$ cat config.mk
export PLATFORM = sky130hd
export DESIGN_NAME = mem_arbiter_flat
export DESIGN_NICKNAME = d
export VERILOG_FILES = /design/src/rtl/mem_arbiter_if.sv /design/src/rtl/mem_arbiter.sv /design/src/flat_wrapper.sv
export SDC_FILE = /design/constraint.sdc
export NUM_CORES = 1
export LEC_CHECK = 0
export BUFFER_PORTS_ARGS = -buffer_cell sky130_fd_sc_hd__buf_2
export CAP_MARGIN = 20
export CORE_ASPECT_RATIO = 1.2
export CORE_MARGIN = 2
export CORE_UTILIZATION = 49
export CTS_BUF_LIST = sky130_fd_sc_hd__clkbuf_8
export DETAILED_ROUTE_END_ITERATION = 6
export HOLD_SLACK_MARGIN = 0.05
export PLACE_DENSITY = 0.87
export SLEW_MARGIN = 20
export SYNTH_ARGS = -nofsm -noshare
export SYNTH_HDL_FRONTEND = slang
export SYNTH_SLANG_ARGS = --single-unit
$ cat constraint.sdc
create_clock -name clk -period 2.5 [get_ports clk]
set_input_delay 0.125 -clock clk [delete_from_list [all_inputs] [get_ports clk]]
set_output_delay 0.125 -clock clk [all_outputs]
set_load 0.02 [all_outputs]
$ cat src/rtl/mem_arbiter_if.sv
// Requester and shared-memory signals of the instruction/data memory arbiter.
// master: the arbiter's view; slave: the requesters' and memory's view.
interface mem_arbiter_if;
    localparam int unsigned DW = 32;
    localparam int unsigned SW = 4;

    logic          i_req;
    logic [DW-1:0] i_addr;
    logic [DW-1:0] i_rdata;
    logic          i_ack;

    logic          d_ren;
    logic          d_wen;
    logic [DW-1:0] d_addr;
    logic [DW-1:0] d_wdata;
    logic [SW-1:0] d_sel;
    logic [DW-1:0] d_rdata;
    logic          d_ack;
    logic          err;

    logic [DW-1:0] bus_addr;
    logic [DW-1:0] bus_wdata;
    logic [SW-1:0] bus_sel;
    logic          bus_ren;
    logic          bus_wen;
    logic [DW-1:0] bus_rdata;
    logic          bus_busy;

    modport master (
        input  i_req, i_addr, d_ren, d_wen, d_addr, d_wdata, d_sel, bus_rdata, bus_busy,
        output i_rdata, i_ack, d_rdata, d_ack, err,
        output bus_addr, bus_wdata, bus_sel, bus_ren, bus_wen
    );

    modport slave (
        output i_req, i_addr, d_ren, d_wen, d_addr, d_wdata, d_sel, bus_rdata, bus_busy,
        input  i_rdata, i_ack, d_rdata, d_ack, err,
        input  bus_addr, bus_wdata, bus_sel, bus_ren, bus_wen
    );
endinterface

$ cat src/rtl/mem_arbiter.sv
// Single-port arbiter sharing one memory bus between instruction fetch and data
// access, alternating on contention and aborting transactions that stall too long.
module mem_arbiter #(
    parameter int unsigned TIMEOUT = 255
) (
    input  logic          clk,
    input  logic          nrst,
    mem_arbiter_if.master mif
);
    localparam int unsigned DW    = 32;
    localparam int unsigned SW    = 4;
    localparam int unsigned CNT_W = $clog2(TIMEOUT + 1);

    typedef enum logic [1:0] {IDLE, FETCH, DATA} state_t;

    state_t          state_q, state_d;
    logic [CNT_W-1:0] wait_cnt_q, wait_cnt_d;
    logic            last_data_q, last_data_d;

    logic [DW-1:0]   bus_addr_d, bus_wdata_d, i_rdata_d, d_rdata_d;
    logic [SW-1:0]   bus_sel_d;
    logic            bus_ren_d, bus_wen_d, i_ack_d, d_ack_d, err_d;

    logic            i_pend_c, d_pend_c, grant_i_c, grant_d_c, done_c, abort_c;

    // A requester whose ack is high this cycle is still holding a finished request.
    assign i_pend_c  = mif.i_req & ~mif.i_ack;
    assign d_pend_c  = (mif.d_ren | mif.d_wen) & ~mif.d_ack;
    assign grant_i_c = (state_q == IDLE) & i_pend_c & (~d_pend_c | last_data_q);
    assign grant_d_c = (state_q == IDLE) & d_pend_c & (~i_pend_c | ~last_data_q);
    assign done_c    = (state_q != IDLE) & ~mif.bus_busy;
    assign abort_c   = (state_q != IDLE) & mif.bus_busy & (wait_cnt_q == CNT_W'(TIMEOUT - 1));

    always_ff @(posedge clk or negedge nrst) begin
        if (!nrst) state_q <= IDLE;
        else       state_q <= state_d;
    end

    always_comb begin
        state_d = state_q;
        case (state_q)
            IDLE: begin
                if (grant_i_c)      state_d = FETCH;
                else if (grant_d_c) state_d = DATA;
            end
            FETCH, DATA: begin
                if (done_c | abort_c) state_d = IDLE;
            end
            default: state_d = IDLE;
        endcase
    end

    always_comb begin
        logic bus_clr;
        bus_clr     = 1'b0;
        bus_addr_d  = mif.bus_addr;
        bus_wdata_d = mif.bus_wdata;
        bus_sel_d   = mif.bus_sel;
        bus_ren_d   = mif.bus_ren;
        bus_wen_d   = mif.bus_wen;
        i_ack_d     = 1'b0;
        d_ack_d     = 1'b0;
        err_d       = 1'b0;
        i_rdata_d   = mif.i_rdata;
        d_rdata_d   = mif.d_rdata;
        wait_cnt_d  = wait_cnt_q;
        last_data_d = last_data_q;
        case (state_q)
            IDLE: begin
                if (grant_i_c) begin
                    bus_addr_d  = mif.i_addr;
                    bus_wdata_d = '0;
                    bus_sel_d   = {SW{1'b1}};
                    bus_ren_d   = 1'b1;
                    bus_wen_d   = 1'b0;
                    wait_cnt_d  = '0;
                    last_data_d = 1'b0;
                end else if (grant_d_c) begin
                    // Simultaneous load and store requests are served as a store.
                    bus_addr_d  = mif.d_addr;
                    bus_wdata_d = mif.d_wdata;
                    bus_sel_d   = mif.d_sel;
                    bus_ren_d   = mif.d_ren & ~mif.d_wen;
                    bus_wen_d   = mif.d_wen;
                    wait_cnt_d  = '0;
                    last_data_d = 1'b1;
                end else begin
                    bus_clr = 1'b1;
                end
            end
            FETCH: begin
                if (done_c | abort_c) begin
                    bus_clr   = 1'b1;
                    i_ack_d   = 1'b1;
                    err_d     = abort_c;
                    i_rdata_d = done_c ? mif.bus_rdata : '0;
                end else begin
                    wait_cnt_d = wait_cnt_q + CNT_W'(1);
                end
            end
            DATA: begin
                if (done_c | abort_c) begin
                    bus_clr   = 1'b1;
                    d_ack_d   = 1'b1;
                    err_d     = abort_c;
                    d_rdata_d = (done_c & ~mif.bus_wen) ? mif.bus_rdata : '0;
                end else begin
                    wait_cnt_d = wait_cnt_q + CNT_W'(1);
                end
            end
            default: bus_clr = 1'b1;
        endcase
        if (bus_clr) begin
            bus_addr_d  = '0;
            bus_wdata_d = '0;
            bus_sel_d   = '0;
            bus_ren_d   = 1'b0;
            bus_wen_d   = 1'b0;
        end
    end

    // Fetch wins the first contention after reset.
    always_ff @(posedge clk or negedge nrst) begin
        if (!nrst) begin
            mif.bus_addr  <= '0;
            mif.bus_wdata <= '0;
            mif.bus_sel   <= '0;
            mif.bus_ren   <= 1'b0;
            mif.bus_wen   <= 1'b0;
            mif.i_ack     <= 1'b0;
            mif.d_ack     <= 1'b0;
            mif.err       <= 1'b0;
            mif.i_rdata   <= '0;
            mif.d_rdata   <= '0;
            wait_cnt_q    <= '0;
            last_data_q   <= 1'b1;
        end else begin
            mif.bus_addr  <= bus_addr_d;
            mif.bus_wdata <= bus_wdata_d;
            mif.bus_sel   <= bus_sel_d;
            mif.bus_ren   <= bus_ren_d;
            mif.bus_wen   <= bus_wen_d;
            mif.i_ack     <= i_ack_d;
            mif.d_ack     <= d_ack_d;
            mif.err       <= err_d;
            mif.i_rdata   <= i_rdata_d;
            mif.d_rdata   <= d_rdata_d;
            wait_cnt_q    <= wait_cnt_d;
            last_data_q   <= last_data_d;
        end
    end
endmodule

$ cat src/flat_wrapper.sv
// flat-port wrapper written by rule: the top's interface ports become plain ports
module mem_arbiter_flat 
#(
    parameter int unsigned TIMEOUT = 255
)
  (clk, nrst, mif_i_req, mif_i_addr, mif_d_ren, mif_d_wen, mif_d_addr, mif_d_wdata, mif_d_sel, mif_bus_rdata, mif_bus_busy, mif_i_rdata, mif_i_ack, mif_d_rdata, mif_d_ack, mif_err, mif_bus_addr, mif_bus_wdata, mif_bus_sel, mif_bus_ren, mif_bus_wen);
  mem_arbiter_if mif_i ();
  input  logic clk;
  input  logic nrst;
  input wire logic [$bits(mif_i.i_req)-1:0] mif_i_req;
  input wire logic [$bits(mif_i.i_addr)-1:0] mif_i_addr;
  input wire logic [$bits(mif_i.d_ren)-1:0] mif_d_ren;
  input wire logic [$bits(mif_i.d_wen)-1:0] mif_d_wen;
  input wire logic [$bits(mif_i.d_addr)-1:0] mif_d_addr;
  input wire logic [$bits(mif_i.d_wdata)-1:0] mif_d_wdata;
  input wire logic [$bits(mif_i.d_sel)-1:0] mif_d_sel;
  input wire logic [$bits(mif_i.bus_rdata)-1:0] mif_bus_rdata;
  input wire logic [$bits(mif_i.bus_busy)-1:0] mif_bus_busy;
  output wire logic [$bits(mif_i.i_rdata)-1:0] mif_i_rdata;
  output wire logic [$bits(mif_i.i_ack)-1:0] mif_i_ack;
  output wire logic [$bits(mif_i.d_rdata)-1:0] mif_d_rdata;
  output wire logic [$bits(mif_i.d_ack)-1:0] mif_d_ack;
  output wire logic [$bits(mif_i.err)-1:0] mif_err;
  output wire logic [$bits(mif_i.bus_addr)-1:0] mif_bus_addr;
  output wire logic [$bits(mif_i.bus_wdata)-1:0] mif_bus_wdata;
  output wire logic [$bits(mif_i.bus_sel)-1:0] mif_bus_sel;
  output wire logic [$bits(mif_i.bus_ren)-1:0] mif_bus_ren;
  output wire logic [$bits(mif_i.bus_wen)-1:0] mif_bus_wen;
  assign mif_i.i_req = mif_i_req;
  assign mif_i.i_addr = mif_i_addr;
  assign mif_i.d_ren = mif_d_ren;
  assign mif_i.d_wen = mif_d_wen;
  assign mif_i.d_addr = mif_d_addr;
  assign mif_i.d_wdata = mif_d_wdata;
  assign mif_i.d_sel = mif_d_sel;
  assign mif_i.bus_rdata = mif_bus_rdata;
  assign mif_i.bus_busy = mif_bus_busy;
  assign mif_i_rdata = mif_i.i_rdata;
  assign mif_i_ack = mif_i.i_ack;
  assign mif_d_rdata = mif_i.d_rdata;
  assign mif_d_ack = mif_i.d_ack;
  assign mif_err = mif_i.err;
  assign mif_bus_addr = mif_i.bus_addr;
  assign mif_bus_wdata = mif_i.bus_wdata;
  assign mif_bus_sel = mif_i.bus_sel;
  assign mif_bus_ren = mif_i.bus_ren;
  assign mif_bus_wen = mif_i.bus_wen;
  mem_arbiter #(.TIMEOUT(TIMEOUT)) u_core (.clk(clk), .nrst(nrst), .mif(mif_i));
endmodule
==> report_table.html <==
<table>
<tr><th>Metric</th><th>Value</th></tr>
<tr><th colspan="2">Power</th></tr>
<tr><td>Reported net switching power</td><td>5470 uW</td></tr>
<tr><td>Worst VDD drop</td><td>0.000837 V</td></tr>
<tr><td>Clock group share of total power</td><td>0.171</td></tr>
<tr><td>Standby leakage power</td><td>0.00501 uW</td></tr>
<tr><td>Switching power share of the total</td><td>0.449</td></tr>
<tr><td>Power density normalized to cell area</td><td>1250 nW/um^2</td></tr>
<tr><td>Sequential Power Share</td><td>0.340</td></tr>
<tr><td>Combinational power share</td><td>0.489</td></tr>
<tr><td>Int Power</td><td>6720 uW</td></tr>
<tr><th colspan="2">Yosys</th></tr>
<tr><td>Post-synthesis share of cell area spent on xor and xnor gates</td><td>0</td></tr>
<tr><td>Library cell occupying the most area in the post-synthesis netlist</td><td>sky130_fd_sc_hd__dfrtp_1</td></tr>
<tr><td>Yosys warns</td><td>0</td></tr>
<tr><td>Count of cell types in the netlist</td><td>47</td></tr>
<tr><td>Sequential area share after synthesis</td><td>0.574</td></tr>
<tr><td>Main combinational cell family by area after synthesis</td><td>compound AO/OA/AOI/OAI gates</td></tr>
<tr><td>Netlist Area Pre-Place</td><td>6450 um^2</td></tr>
<tr><td>FF+latch count, synth</td><td>148</td></tr>
<tr><td>Post-synthesis share of cell area spent on and, or, nand and nor gates</td><td>0.110</td></tr>
<tr><td>Gate count of the mapped netlist</td><td>568</td></tr>
<tr><td>Number of synthesized flops with an enable pin</td><td>0</td></tr>
<tr><td>Ranking of synthesized cells by area</td><td>sky130_fd_sc_hd__dfrtp_1, sky130_fd_sc_hd__mux2i_1, sky130_fd_sc_hd__a22o_1</td></tr>
<tr><td>Syn nets</td><td>712</td></tr>
<tr><td>Mean instance size in the synthesized netlist</td><td>11.4 um^2</td></tr>
<tr><td>Multiplexer fraction of the synthesized cell area</td><td>0.0529</td></tr>
<tr><td>Proportion of synthesized flip-flops having asynchronous set or reset</td><td>1.00</td></tr>
<tr><td>Synthesized-area fraction occupied by ao, oa, aoi and oai cells</td><td>0.185</td></tr>
<tr><td>Adder and majority gate portion of the synthesized area</td><td>0.0116</td></tr>
<tr><td>Top cell type's share of synthesized area</td><td>0.570</td></tr>
<tr><td>Synth Flop Type</td><td>sky130_fd_sc_hd__dfrtp_1</td></tr>
<tr><th colspan="2">Floorplanning</th></tr>
<tr><td>Area of the die</td><td>14,100 um^2</td></tr>
<tr><td>Effective utilization at floorplan</td><td>0.505</td></tr>
<tr><td>Horiz. Die Dim</td><td>109 um</td></tr>
<tr><td>Die Height</td><td>130 um</td></tr>
<tr><td>Rows</td><td>45</td></tr>
<tr><td>Area of the placeable core</td><td>12,800 um^2</td></tr>
<tr><td>Number of top-level design ports</td><td>275</td></tr>
<tr><th colspan="2">STA</th></tr>
<tr><td>Number of endpoints with negative hold slack in the final report</td><td>0</td></tr>
<tr><td>WHS</td><td>0.228 ns</td></tr>
<tr><td>Pins Over Slew Limit</td><td>0</td></tr>
<tr><td>Clock Skews</td><td>0.0192 ns</td></tr>
<tr><td>Post-layout minimum cycle time</td><td>2.43 ns</td></tr>
<tr><td>Achievable clock frequency</td><td>0.412 GHz</td></tr>
<tr><td>Worst setup margin</td><td>0.0700 ns</td></tr>
<tr><td>Total negative slack</td><td>0 ns</td></tr>
<tr><td>Final critical-path share of the clock period</td><td>0.972</td></tr>
<tr><td>Setup-violating endpoint count in the final report</td><td>0</td></tr>
<tr><td>Transition time at the pin with the least slew margin</td><td>0.898 ns</td></tr>
<tr><td>Headroom to the max-slew limit</td><td>0.401</td></tr>
<tr><td>Setup repair after global routing missed its margin</td><td>false</td></tr>
<tr><th colspan="2">Setup path</th></tr>
<tr><td>Data arrival time of the worst path</td><td>2.76 ns</td></tr>
<tr><td>Count of cells along the worst register-to-register path</td><td>7</td></tr>
<tr><td>Critical Path Fanout Max</td><td>15</td></tr>
<tr><td>CP required</td><td>2.83 ns</td></tr>
<tr><td>Series of cell instances along the critical path</td><td>inv_1 -&gt; ha_4 -&gt; inv_2 -&gt; a211o_4 -&gt; mux2i_1 -&gt; dlygate4sd3_1 -&gt; a211oi_1</td></tr>
<tr><td>Worst R2R Start</td><td>u_core.state_q[0]</td></tr>
<tr><td>Startpoint kind of the worst setup timing path</td><td>flop</td></tr>
<tr><td>Type of element capturing the critical path</td><td>flop</td></tr>
<tr><td>Highest cell delay on the worst timing path</td><td>0.62 ns</td></tr>
<tr><td>Worst setup path category</td><td>reg2reg</td></tr>
<tr><td>Slowest library cell on the worst path</td><td>sky130_fd_sc_hd__dlygate4sd3_1</td></tr>
<tr><td>Launching instance or port of the critical path</td><td>u_core.state_q[0]</td></tr>
<tr><th colspan="2">Detailed routing</th></tr>
<tr><td>Routed length per instance</td><td>20.6 um</td></tr>
<tr><td>Aggregate routed wire length</td><td>23,500 um</td></tr>
<tr><td># DRC</td><td>0</td></tr>
<tr><td>First DRT Iteration DRCs</td><td>447</td></tr>
<tr><td>Routed via count</td><td>6,626</td></tr>
<tr><td>Antenna viol nets, final</td><td>0</td></tr>
<tr><td>Detailed Routing Iterations Pass 1</td><td>5</td></tr>
<tr><td>Via density</td><td>5.81</td></tr>
<tr><th colspan="2">CTS</th></tr>
<tr><td>Maximum clock path buffer count</td><td>2</td></tr>
<tr><td>Clock transition at the registers of the reported paths</td><td>0.09 ns</td></tr>
<tr><td>Clock root buffer</td><td>sky130_fd_sc_hd__clkbuf_8</td></tr>
<tr><td>Clock tree from TritonCTS</td><td>yes</td></tr>
<tr><td>Clock network latency to the later pin of the worst-skew pair</td><td>0.44 ns</td></tr>
<tr><td>Clock tree sinks</td><td>148</td></tr>
<tr><td>Post-CTS setup repair buffer count</td><td>0</td></tr>
<tr><td>Number of clock buffers inserted by TritonCTS</td><td>17</td></tr>
<tr><td>Clock H-tree levels</td><td>4</td></tr>
<tr><th colspan="2">GRT</th></tr>
<tr><td>Number of global-route vias before repair</td><td>6,778</td></tr>
<tr><td>Wire length of the first global-routing pass</td><td>35,900 um</td></tr>
<tr><td>Total global routing track utilization</td><td>0.334</td></tr>
<tr><td>Initial antenna violation count</td><td>0</td></tr>
<tr><td>Maximum number of pins on one net before global-route repair</td><td>59</td></tr>
<tr><td>Global-route congestion overflow total</td><td>0</td></tr>
<tr><th colspan="2">Run</th></tr>
<tr><td>Max cap viols</td><td>0</td></tr>
<tr><th colspan="2">Final layout</th></tr>
<tr><td>Multi-input gate area in the final layout</td><td>2360 um^2</td></tr>
<tr><td>Final Net Count</td><td>1,109</td></tr>
<tr><td>Diode insertion count for antenna repair</td><td>0</td></tr>
<tr><td>Post-layout util</td><td>0.763</td></tr>
<tr><td>Fraction of layout instances using a drive strength above 1</td><td>0.344</td></tr>
<tr><td>Number of filler cells placed in the layout</td><td>718</td></tr>
<tr><td>Layout-stage area growth over the synthesis result</td><td>51.2%</td></tr>
<tr><td>Register Area</td><td>3700 um^2</td></tr>
<tr><th colspan="2">Placement</th></tr>
<tr><td>Port-buffer cells</td><td>274</td></tr>
<tr><td>Post-detailed-placement half-perimeter wirelength</td><td>12,500 um</td></tr>
<tr><td>Pre-CTS setup slack</td><td>0.344 ns</td></tr>
<tr><td>Global placement routability congestion</td><td>0.827</td></tr>
<tr><th colspan="2">Outcome</th></tr>
<tr><td>Status</td><td>finished, final reports clean</td></tr>
<tr><th colspan="2">Hold path</th></tr>
<tr><td>Hold crit path type</td><td>in2async</td></tr>
</table>
==> power by group through the flow <==
stage	sequential, uW	combinational [uW]	clock [uW]
floorplan	5200	2480	0
global placement	4040	5280	0
detailed placement	4070	5430	0
CTS	4050	5620	2090
global route	4230	6370	2210
finish	4150	5960	2080
==> stage by stage <==
step | instances | instance area, um^2 | total power (uW)
4_1_cts | 1141 | 9730 | 11800
3_3_place_gp | 975 | 7950 | 9320
6_report | 1141 | 9760 | 12200
3_5_place_dp | 975 | 7950 | 9500
2_1_floorplan | 568 | 6450 | 7680
5_1_grt | 1141 | 9760 | 12800
==> worst max-delay path: cells and delay by family, from the launching register on <==
family	cells	cell delay (ns)
buf+inv	3	0.84
compound gates	2	0.70
flops	1	0.41
fa+ha+maj	1	0.22
mux	1	0.19
==> per-layer routing <==
layer | wire length (um) | share of wire | global-route usage
met4 | 1220 | 0.052 | 0.195
met2 | 11500 | 0.49 | 0.552
met3 | 2170 | 0.093 | 0.0924
met1 | 8630 | 0.37 | 0.389
met5 | 0 | 0 | 0
==> final timing paths <==
check                                           to  slack, ns
max in group asynchronous  u_core.mif.bus_wdata[8]       1.57
hold / removal               u_core.mif.i_rdata[8]       0.23
min in group clk                u_core.last_data_q       0.27
hold reg to reg             u_core.mif.i_rdata[28]       0.50
setup reg to reg            u_core.mif.bus_addr[8]       0.07
setup / recovery            u_core.mif.bus_addr[8]       0.07
==> cell families (layout without fill, tap and decap cells) <==
group,after synthesis,after routing
multiplexers,34,34
AND/OR/NAND/NOR,130,130
flip-flops,148,148
AO/OA/AOI/OAI,164,164
adder cells (fa/ha/maj),6,6
buffers and inverters,86,495
==> cell type report <==
type,count,share of cell area
inverters,40,0.0154
flip-flops and latches,148,0.380
repair buffers,424,0.298
clock inverters,14,0.0206
well taps,164,0.0210
multi-input cells,334,0.242
clock buffers,17,0.0240
==> placed cells by master (no fill, tap or decap), drive strengths merged, types with 7 or more instances in the layout <==
master	instances
buf	289
dfrtp	147
dlygate4sd3	135
nor2	71
inv	46
o21ai	37
mux2i	33
a211oi	33
nand4b	32
a22o	32
a22oi	31
clkbuf	17
nand2	9
a31oi	9
a21oi	7
==> sequential cells by signal (all words and copies together), names as in the netlist <==
name,cells
u_core.last_data_q,1
u_core.mif.bus_addr,32
u_core.mif.bus_ren,1
u_core.mif.bus_sel,4
u_core.mif.bus_wdata,32
u_core.mif.bus_wen,1
u_core.mif.d_ack,1
u_core.mif.d_rdata,32
u_core.mif.err,1
u_core.mif.i_ack,1
u_core.mif.i_rdata,32
u_core.state_q,2
u_core.wait_cnt_q,8
==> what timing repair did <==
| item | 4_1_cts | 5_1_grt |
|---|---|---|
| endpoints found under the hold margin | 189 | 0 |
| setup endpoints to repair | 0 | 10 |
| resized for setup | 0 | 4 |
| hold buffers | 135 | 0 |
==> Yosys cell counts (2+ instances only) <==
master	number
sky130_fd_sc_hd__dfrtp_1	147
sky130_fd_sc_hd__and3_1	3
sky130_fd_sc_hd__a31oi_1	8
sky130_fd_sc_hd__mux2i_1	33
sky130_fd_sc_hd__clkbuf_1	23
sky130_fd_sc_hd__o21ai_0	35
sky130_fd_sc_hd__nand2b_1	4
sky130_fd_sc_hd__buf_2	10
sky130_fd_sc_hd__a22oi_1	31
sky130_fd_sc_hd__inv_1	39
sky130_fd_sc_hd__o21ai_1	2
sky130_fd_sc_hd__nand2_1	8
sky130_fd_sc_hd__a21oi_1	6
sky130_fd_sc_hd__a211oi_1	32
sky130_fd_sc_hd__buf_6	12
sky130_fd_sc_hd__nand4b_1	32
sky130_fd_sc_hd__nor2_1	70
sky130_fd_sc_hd__o22ai_1	5
sky130_fd_sc_hd__a22o_1	32
sky130_fd_sc_hd__nand3_1	3
sky130_fd_sc_hd__and4_1	2
sky130_fd_sc_hd__ha_1	6
Note: power is estimated with default switching activity, not from simulation.
